[config.mk]
export PLATFORM = sky130hd
export DESIGN_NAME = flight_controller
export DESIGN_NICKNAME = d
export VERILOG_FILES = /design/src/rtl/flight_controller.sv
export SDC_FILE = /design/constraint.sdc
export NUM_CORES = 1
export LEC_CHECK = 0
export ABC_CLOCK_PERIOD_IN_PS = 4650
export CORE_MARGIN = 2
export CORE_UTILIZATION = 39
export CTS_BUF_LIST = sky130_fd_sc_hd__clkbuf_8 sky130_fd_sc_hd__clkbuf_16
export CTS_CLUSTER_SIZE = 20
export DETAILED_ROUTE_END_ITERATION = 7
export GPL_ROUTABILITY_DRIVEN = 1
export SYNTH_ARGS = -nofsm -noshare
export SYNTH_HDL_FRONTEND = slang
export SYNTH_SLANG_ARGS = --single-unit
[constraint.sdc]
create_clock -name game_clk -period 4.65 [get_ports game_clk]
set_clock_uncertainty 0.1 [all_clocks]
set_input_delay 0.93 -clock game_clk [delete_from_list [all_inputs] [get_ports game_clk]]
set_output_delay 0.93 -clock game_clk [all_outputs]
set_load 0.02 [all_outputs]
[src/rtl/flight_controller.sv]
// Game sequencer for the flappy-box datapath: frame pacing, flap timing,
// collision detection, scoring and the IDLE/RUN/HIT/OVER game flow.
module flight_controller #(
  parameter logic [19:0] FRAME_DIV   = 20'd833333,
  parameter int unsigned FLAP_FRAMES = 3,
  parameter int unsigned HIT_FRAMES  = 30,
  parameter logic [6:0]  CEIL_Y      = 7'd0,
  parameter logic [6:0]  FLOOR_Y     = 7'd119,
  parameter logic [7:0]  BOX_X       = 8'd20,
  parameter logic [7:0]  BOX_W       = 8'd4,
  parameter logic [7:0]  PIPE_W      = 8'd10,
  parameter logic [7:0]  GAP_H       = 8'd30,
  parameter logic [7:0]  SCORE_X     = 8'd9
) (
  input  logic       game_clk,
  input  logic       resetn,
  input  logic       key,
  input  logic [6:0] box_y,
  input  logic [7:0] pipe_x,
  input  logic [6:0] gap_top,
  output logic       box_step,
  output logic       flap,
  output logic       box_reset,
  output logic [7:0] score,
  output logic [7:0] best,
  output logic [1:0] state
);

  typedef enum logic [1:0] {
    IDLE = 2'd0,
    RUN  = 2'd1,
    HIT  = 2'd2,
    OVER = 2'd3
  } state_e;

  localparam logic [19:0] FRAME_LAST = FRAME_DIV - 20'd1;
  localparam logic [7:0]  FLAP_LOAD  = 8'(FLAP_FRAMES);
  localparam logic [7:0]  HIT_LAST   = 8'(HIT_FRAMES - 1);
  localparam logic [8:0]  BOX_RIGHT  = {1'b0, BOX_X} + {1'b0, BOX_W} - 9'd1;
  localparam logic [8:0]  BOX_SPAN   = {1'b0, BOX_W} - 9'd1;
  localparam logic [8:0]  PIPE_SPAN  = {1'b0, PIPE_W} - 9'd1;
  localparam logic [8:0]  GAP_SPAN   = {1'b0, GAP_H} - 9'd1;

  state_e      state_q, state_d;
  logic [19:0] frame_q, frame_d;
  logic [7:0]  flap_cnt_q, flap_cnt_d;
  logic [7:0]  hit_cnt_q, hit_cnt_d;
  logic [7:0]  score_q, score_d;
  logic [7:0]  best_q, best_d;
  logic        box_step_q, box_step_d;
  logic        flap_q, flap_d;
  logic        box_reset_q, box_reset_d;

  logic key_meta_q, key_sync_q, key_prev_q, kpress_q;

  logic       tick;
  logic       collide;
  logic       hit_ceil, hit_floor, pipe_overlap, out_of_gap;
  logic [8:0] y9, px9, gt9;

  // Two-flop synchronizer followed by a registered rising-edge detector.
  always_ff @(posedge game_clk or negedge resetn) begin
    if (!resetn) begin
      key_meta_q <= 1'b0;
      key_sync_q <= 1'b0;
      key_prev_q <= 1'b0;
      kpress_q   <= 1'b0;
    end else begin
      key_meta_q <= key;
      key_sync_q <= key_meta_q;
      key_prev_q <= key_sync_q;
      kpress_q   <= key_sync_q & ~key_prev_q;
    end
  end

  assign y9  = {2'b00, box_y};
  assign px9 = {1'b0, pipe_x};
  assign gt9 = {2'b00, gap_top};

  assign hit_ceil     = (y9 <= {2'b00, CEIL_Y});
  assign hit_floor    = (y9 >= {2'b00, FLOOR_Y});
  assign pipe_overlap = (px9 <= BOX_RIGHT) && ((px9 + PIPE_SPAN) >= {1'b0, BOX_X});
  assign out_of_gap   = (y9 < gt9) || ((y9 + BOX_SPAN) > (gt9 + GAP_SPAN));
  assign collide      = hit_ceil || hit_floor || (pipe_overlap && out_of_gap);

  assign tick = ((state_q == RUN) || (state_q == HIT)) && (frame_q == FRAME_LAST);

  always_comb begin
    state_d    = state_q;
    frame_d    = frame_q;
    flap_cnt_d = flap_cnt_q;
    hit_cnt_d  = hit_cnt_q;
    score_d    = score_q;
    best_d     = best_q;
    box_step_d = 1'b0;

    case (state_q)
      IDLE: begin
        if (kpress_q) begin
          state_d    = RUN;
          score_d    = 8'd0;
          flap_cnt_d = FLAP_LOAD;
        end
      end
      RUN: begin
        if (tick && collide) begin
          state_d    = HIT;
          flap_cnt_d = 8'd0;
          if (score_q > best_q) best_d = score_q;
        end else begin
          if (tick) begin
            box_step_d = 1'b1;
            if ((pipe_x == SCORE_X) && (score_q != 8'hFF)) score_d = score_q + 8'd1;
          end
          // A press always wins over the per-frame decrement, even on a tick.
          if (kpress_q)
            flap_cnt_d = FLAP_LOAD;
          else if (tick && (flap_cnt_q != 8'd0))
            flap_cnt_d = flap_cnt_q - 8'd1;
        end
      end
      HIT: begin
        if (tick) begin
          if (hit_cnt_q == HIT_LAST)
            state_d = OVER;
          else
            hit_cnt_d = hit_cnt_q + 8'd1;
        end
      end
      OVER: begin
        if (kpress_q) begin
          state_d    = RUN;
          score_d    = 8'd0;
          flap_cnt_d = 8'd0;
        end
      end
      default: state_d = IDLE;
    endcase

    if (state_d != state_q) begin
      frame_d   = 20'd0;
      hit_cnt_d = 8'd0;
    end else if (tick || ((state_q != RUN) && (state_q != HIT))) begin
      frame_d = 20'd0;
    end else begin
      frame_d = frame_q + 20'd1;
    end

    flap_d      = (state_d == RUN) && (flap_cnt_d != 8'd0);
    box_reset_d = (state_d != RUN);
  end

  always_ff @(posedge game_clk or negedge resetn) begin
    if (!resetn) begin
      state_q     <= IDLE;
      frame_q     <= 20'd0;
      flap_cnt_q  <= 8'd0;
      hit_cnt_q   <= 8'd0;
      score_q     <= 8'd0;
      best_q      <= 8'd0;
      box_step_q  <= 1'b0;
      flap_q      <= 1'b0;
      box_reset_q <= 1'b1;
    end else begin
      state_q     <= state_d;
      frame_q     <= frame_d;
      flap_cnt_q  <= flap_cnt_d;
      hit_cnt_q   <= hit_cnt_d;
      score_q     <= score_d;
      best_q      <= best_d;
      box_step_q  <= box_step_d;
      flap_q      <= flap_d;
      box_reset_q <= box_reset_d;
    end
  end

  assign box_step  = box_step_q;
  assign flap      = flap_q;
  assign box_reset = box_reset_q;
  assign score     = score_q;
  assign best      = best_q;
  assign state     = state_q;

endmodule
# Word level (Yosys, flattened, before mapping)
# Cells that the tools add are included.
word_totals:
  register_bits: 61
  latch_bits: 0
  ram_bits: 0
  romBits: 0
  input_bits: 25
  out_inout_bits: 21
  elab_cells: 94
  memories: 0
op_classes:
  addsub: 7
  n_mul: 0
  div: 0
  order_cmp: 7
  n_eq_ne: 17
  shifts: 0
  muxes: 25
  bitwise_logic: 2
  reduce_logical: 23
ops:
  columns: ["operator", "count"]
  rows:
  - ["$mux W8", 13]
  - ["$mux W20", 2]
  - ["$pmux W8 S3", 1]
  - ["$add A20 B1 Y20 const B", 1]
  - ["$eq A20 B20 Y1 const B", 1]
  - ["$add A8 B1 Y8 const B", 2]
  - ["$gt A8 B8 Y1", 2]
  - ["$pmux W8 S2", 1]
  - ["$reduce_bool A8 Y1", 2]
  - ["$ne A2 B1 Y1 const B", 5]
  - ["$add A8 B4 Y9 const B", 1]
  - ["$ge A9 B5 Y1 const B", 1]
  - ["$add A7 B2 Y8 const B", 1]
  - ["$add A7 B5 Y8 const B", 1]
  - ["$eq A8 B4 Y1 const B", 1]
  - ["$eq A8 B5 Y1 const B", 1]
  - ["$le A8 B5 Y1 const B", 1]
  - ["$logic_and A1 B1 Y1", 8]
  - ["$mux W2", 4]
  - ["$ne A8 B8 Y1 const B", 1]
  - ["$sub A8 B1 Y8 const B", 1]
  - ["$ge A7 B7 Y1 const B", 1]
  - ["$le A7 B1 Y1 const B", 1]
  - ["$lt A7 B7 Y1", 1]
  - ["14 further kinds", 27]

# Longest topological paths before layout
depth:
  word_depth: 11
  ltp_mapped: 15
  mapped_depth_nobuf: 14

# Worst setup path after synthesis
# Ideal clock, no wire load.
synth_timing:
  path_kind: "in2reg"
  startpoint: "input gap_top[0]"
  endpoint: "register frame_q[10]"
  setup_time_ns: 0.071
  arrival_ns: 3.792
  t_required_ns: 4.479
  setup_slack_ns: 0.687
  path_stages: 15
  path_buffers: 1
  path_cell_list: "ha_1 nor3_1 a21o_1 xnor2_1 ha_1 o21ai_0 nor2_1 o31a_1 a211oi_4 nor3_1 nor3_1 o22ai_1 or3b_1 buf_2 nor2_1"
synth_between:
  elab_chain_len: 10
  elab_cells_between_ends: 11
  classes_between: "add/sub (1); order compare (2); eq/ne (1); mux (3); reduce/logical (4)"
synth_lines:
  columns: ["item", "line_no", "rtl"]
  rows:
  - ["start: declaration", "20", "input logic [6:0] gap_top,"]
  - ["$add A7 B5 Y8", "83", "assign out_of_gap = (y9 < gt9) || ((y9 + BOX_SPAN) > (gt9 + GAP_SPAN));"]
  - ["$gt A8 B8 Y1", "83", null]
  - ["$logic_or A1 B1 Y1 *", "83", null]
  - ["$logic_and A1 B1 Y1 *", "84", "assign collide = hit_ceil || hit_floor || (pipe_overlap && out_of_gap);"]
  - ["$logic_or A1 B1 Y1 *", "84", null]
  - ["$logic_and A1 B1 Y1 *", "106", "if (tick && collide) begin"]
  - ["$mux W2 *", "106", null]
  - ["$pmux W2 S3 *", "97", "case (state_q)"]
  - ["$ne A2 B2 Y1 *", "140", "if (state_d != state_q) begin"]
  - ["$mux W20 *", "140", null]
  - ["via frame_d[10]", "45", "logic [19:0] frame_q, frame_d;"]
  - ["end signal: assignment", "166", "frame_q <= frame_d;"]
  - ["end: declaration", "45", null]
# Mark *: on every way through the listed nets, which the timed path passes. The rest lies on a longest branch.
# A chain may end at the register's enable or synchronous reset.

# Final worst setup path
layout_timing:
  startpoint: "input gap_top[0]"
  endpoint: "register frame_q[8]"
# The elaborated chain is that of the path after synthesis.

==> results.json <==
{
  "yosysTopAreaCellShare_pct": 37.1,
  "antenna_found_initial": 0,
  "fin_cells": 653,
  "peakVddDrop_uv": 258,
  "seq_area_frac_synth_pct": 37.7,
  "clock_latency_ns": 0.35,
  "yosys_register_bits": 61,
  "grt_max_degree": 34,
  "synth_cell_types": 60,
  "cts_num_sinks": 61,
  "grt_setup_unrepaired": "false",
  "hpwl_um": 6930,
  "clk_pin_slew_ns": 0.07,
  "synthCells": 442,
  "cp-start-kind": "primary input",
  "synth_warnings": 0,
  "post_drt_wl_per_cell_um": 13.6,
  "start_util_pct": 39.8,
  "antenna_left": 0,
  "final_max_slew_viol_count": 0,
  "tritoncts": "done",
  "drc": 0,
  "core_um2": 10200,
  "cp.arrival_ns": 4.45,
  "drtIter0Drc": 166,
  "synth_edf_count": 0,
  "die_w_um": 106,
  "overflow": 0,
  "tns_ns": 0,
  "layout_commonest_cell": "dfrtp_1",
  "die_area_um2": 11200,
  "port_buffers": 45,
  "setup_viol": 0,
  "period_share_pct": 92.0,
  "nFillCells": 948,
  "gp_congestion": 0.856,
  "syn_nets": 505,
  "cp_max_fo": 11,
  "drive_above_1_share_pct": 12.2,
  "p_total_w": 0.00211,
  "min_path_type": "flip-flop to flip-flop",
  "top_level_ports": 46,
  "p_leak_nw": 2.31,
  "hold_viol": 0,
  "period_minus_slack_ns": 4.28,
  "rows": 37,
  "yosys.area.top_type": "dfrtp_1",
  "drt_pass1_iterations": 4,
  "critPathRequiredTime_ns": 4.83,
  "wl_um": 8870,
  "antennaDiodeCount": 0,
  "placedCellCount": 637,
  "tightest_slew_ns": 0.742,
  "cap_violations": 0,
  "power_density_nw_per_um2": 420,
  "clock_path_buffers": 2,
  "crit_type": "primary input to flip-flop",
  "die_h_um": 106,
  "track_usage_pct": 17.1,
  "postSynthAreaPerCell_um2": 9.17,
  "nets": 575,
  "grt_pass1_vias": 3140,
  "clock.fmax_ghz": 0.234,
  "ys.flop_type": "dfrtp_1",
  "syn_area_um2": 4050,
  "end_kind": "flip-flop",
  "synthToLayoutAreaGrowth_pct": 24.0,
  "cts_setup_buffers": 0,
  "async_flop_share_pct": 100,
  "cts_resized": 0,
  "ys_top_cells_by_area": "dfrtp_1 (37%), ha_1 (12%), nor2_1 (4.8%)",
  "mostFrequentLayoutCells": "dfrtp_1 (60), nor2_1 (52), clkdlybuf4s50_1 (44)",
  "status": "completed",
  "viasPerCell": 5.08,
  "slew-limit-headroom_pct": 50.2,
  "vias": 3319,
  "cts_hold_buf": 0,
  "grt_pass1_wl_um": 15300,
  "htreeDepth": 3,
  "root_buffer": "clkbuf_8",
  "cts-buffers-inserted": 9
}
-- state kept, by name, summed over array words and instances (netlist names) --
name	cells
box_reset	1
box_step	1
score	8
key_sync_q	1
state	2
frame_q	20
kpress_q	1
flap_cnt_q	8
best	8
key_prev_q	1
key_meta_q	1
flap	1
hit_cnt_q	8
-- metrics by stage --
stage / util, % / hold WS, ns / instance area (um2) / worst slack [ns]
after floorplan: - / 0.231 / 4050 / 0.687
after global placement: 47.0 / 0.235 / 4790 / 0.0731
after detailed placement: 47.0 / 0.241 / 4790 / 0.0258
after CTS: 49.3 / 0.253 / 5020 / 0.394
after global routing: 49.3 / 0.260 / 5020 / 0.165
final: 49.3 / 0.250 / 5020 / 0.371
-- metal layers --
layer	part of all wire, %	vias to the layer above	global-route usage, %
met5	0	-	0
met1	48	1556	23.3
met2	47	57	27.3
met3	3.7	12	3.43
met4	1.6	0	5.92
li1	-	1694	-
-- logic make-up (layout without fill, tap and decap cells) --
kind of cell / Yosys count / count (layout) / synth area share (%)
AND/OR/NAND/NOR: 176 / 176 / 23.1
AO/OA/AOI/OAI: 77 / 77 / 12.5
flip-flops: 61 / 61 / 37.7
buffers and inverters: 44 / 119 / 4.32
adder cells (fa/ha/maj): 38 / 38 / 11.7
XOR/XNOR: 35 / 35 / 7.57
multiplexers: 11 / 11 / 3.00
-- critical path, cell delays in order --
cell	delay, ns
clkdlybuf4s50_1	0.49
buf_4	0.13
inv_1	0.05
o2111ai_1	0.30
xnor2_1	0.17
ha_1	0.26
a211oi_1	0.24
nor2_1	0.08
o31a_1	0.27
a211oi_4	0.40
nor3_1	0.14
nor3_1	0.16
o22ai_1	0.14
or3b_1	0.40
buf_4	0.19
nor2_1	0.11
-- path summary, 6_finish.rpt --
path,startpoint,endpoint,slack [ns],cells after the start
setup / recovery,gap_top[0],frame_q[8],0.37,16
hold / removal,key_meta_q,key_sync_q,0.25,0
setup reg to reg,state[0],flap,1.31,10
hold reg to reg,key_meta_q,key_sync_q,0.25,0
max in group asynchronous,resetn,box_reset,3.04,2
min in group asynchronous,resetn,best[6],0.51,1
-- area by class of cell --
class                           count  area (um2)  area share [%]
Tap cell                          136         170            3.39
Multi-Input combinational cell    337        2350            46.8
Inverter                           37         139            2.77
Clock buffer                       11         151            3.01
Timing Repair Buffer               66         603            12.0
Sequential cell                    61        1530            30.4
Clock inverter                      5        82.6            1.64
-- where the power goes --
part	internal, W	switching (W)	total (W)
clock network	0.000331	0.000215	0.000546
logic	0.000349	0.000535	0.000884
registers	0.000588	0.0000891	0.000677
total	0.00127	0.000840	0.00211
-- cells in the mapped netlist (6+ instances only) --
library cell / count
dfrtp_1: 60
nor3_1: 16
nand2_1: 35
nor2b_1: 6
xor2_1: 19
a21o_1: 6
ha_1: 38
xnor2_1: 16
and3_1: 10
o21ai_0: 25
a21oi_1: 20
mux2_2: 9
nand3_1: 18
inv_1: 36
nand4_1: 9
nor2_1: 52
Note: power is estimated with default switching activity, not from simulation.
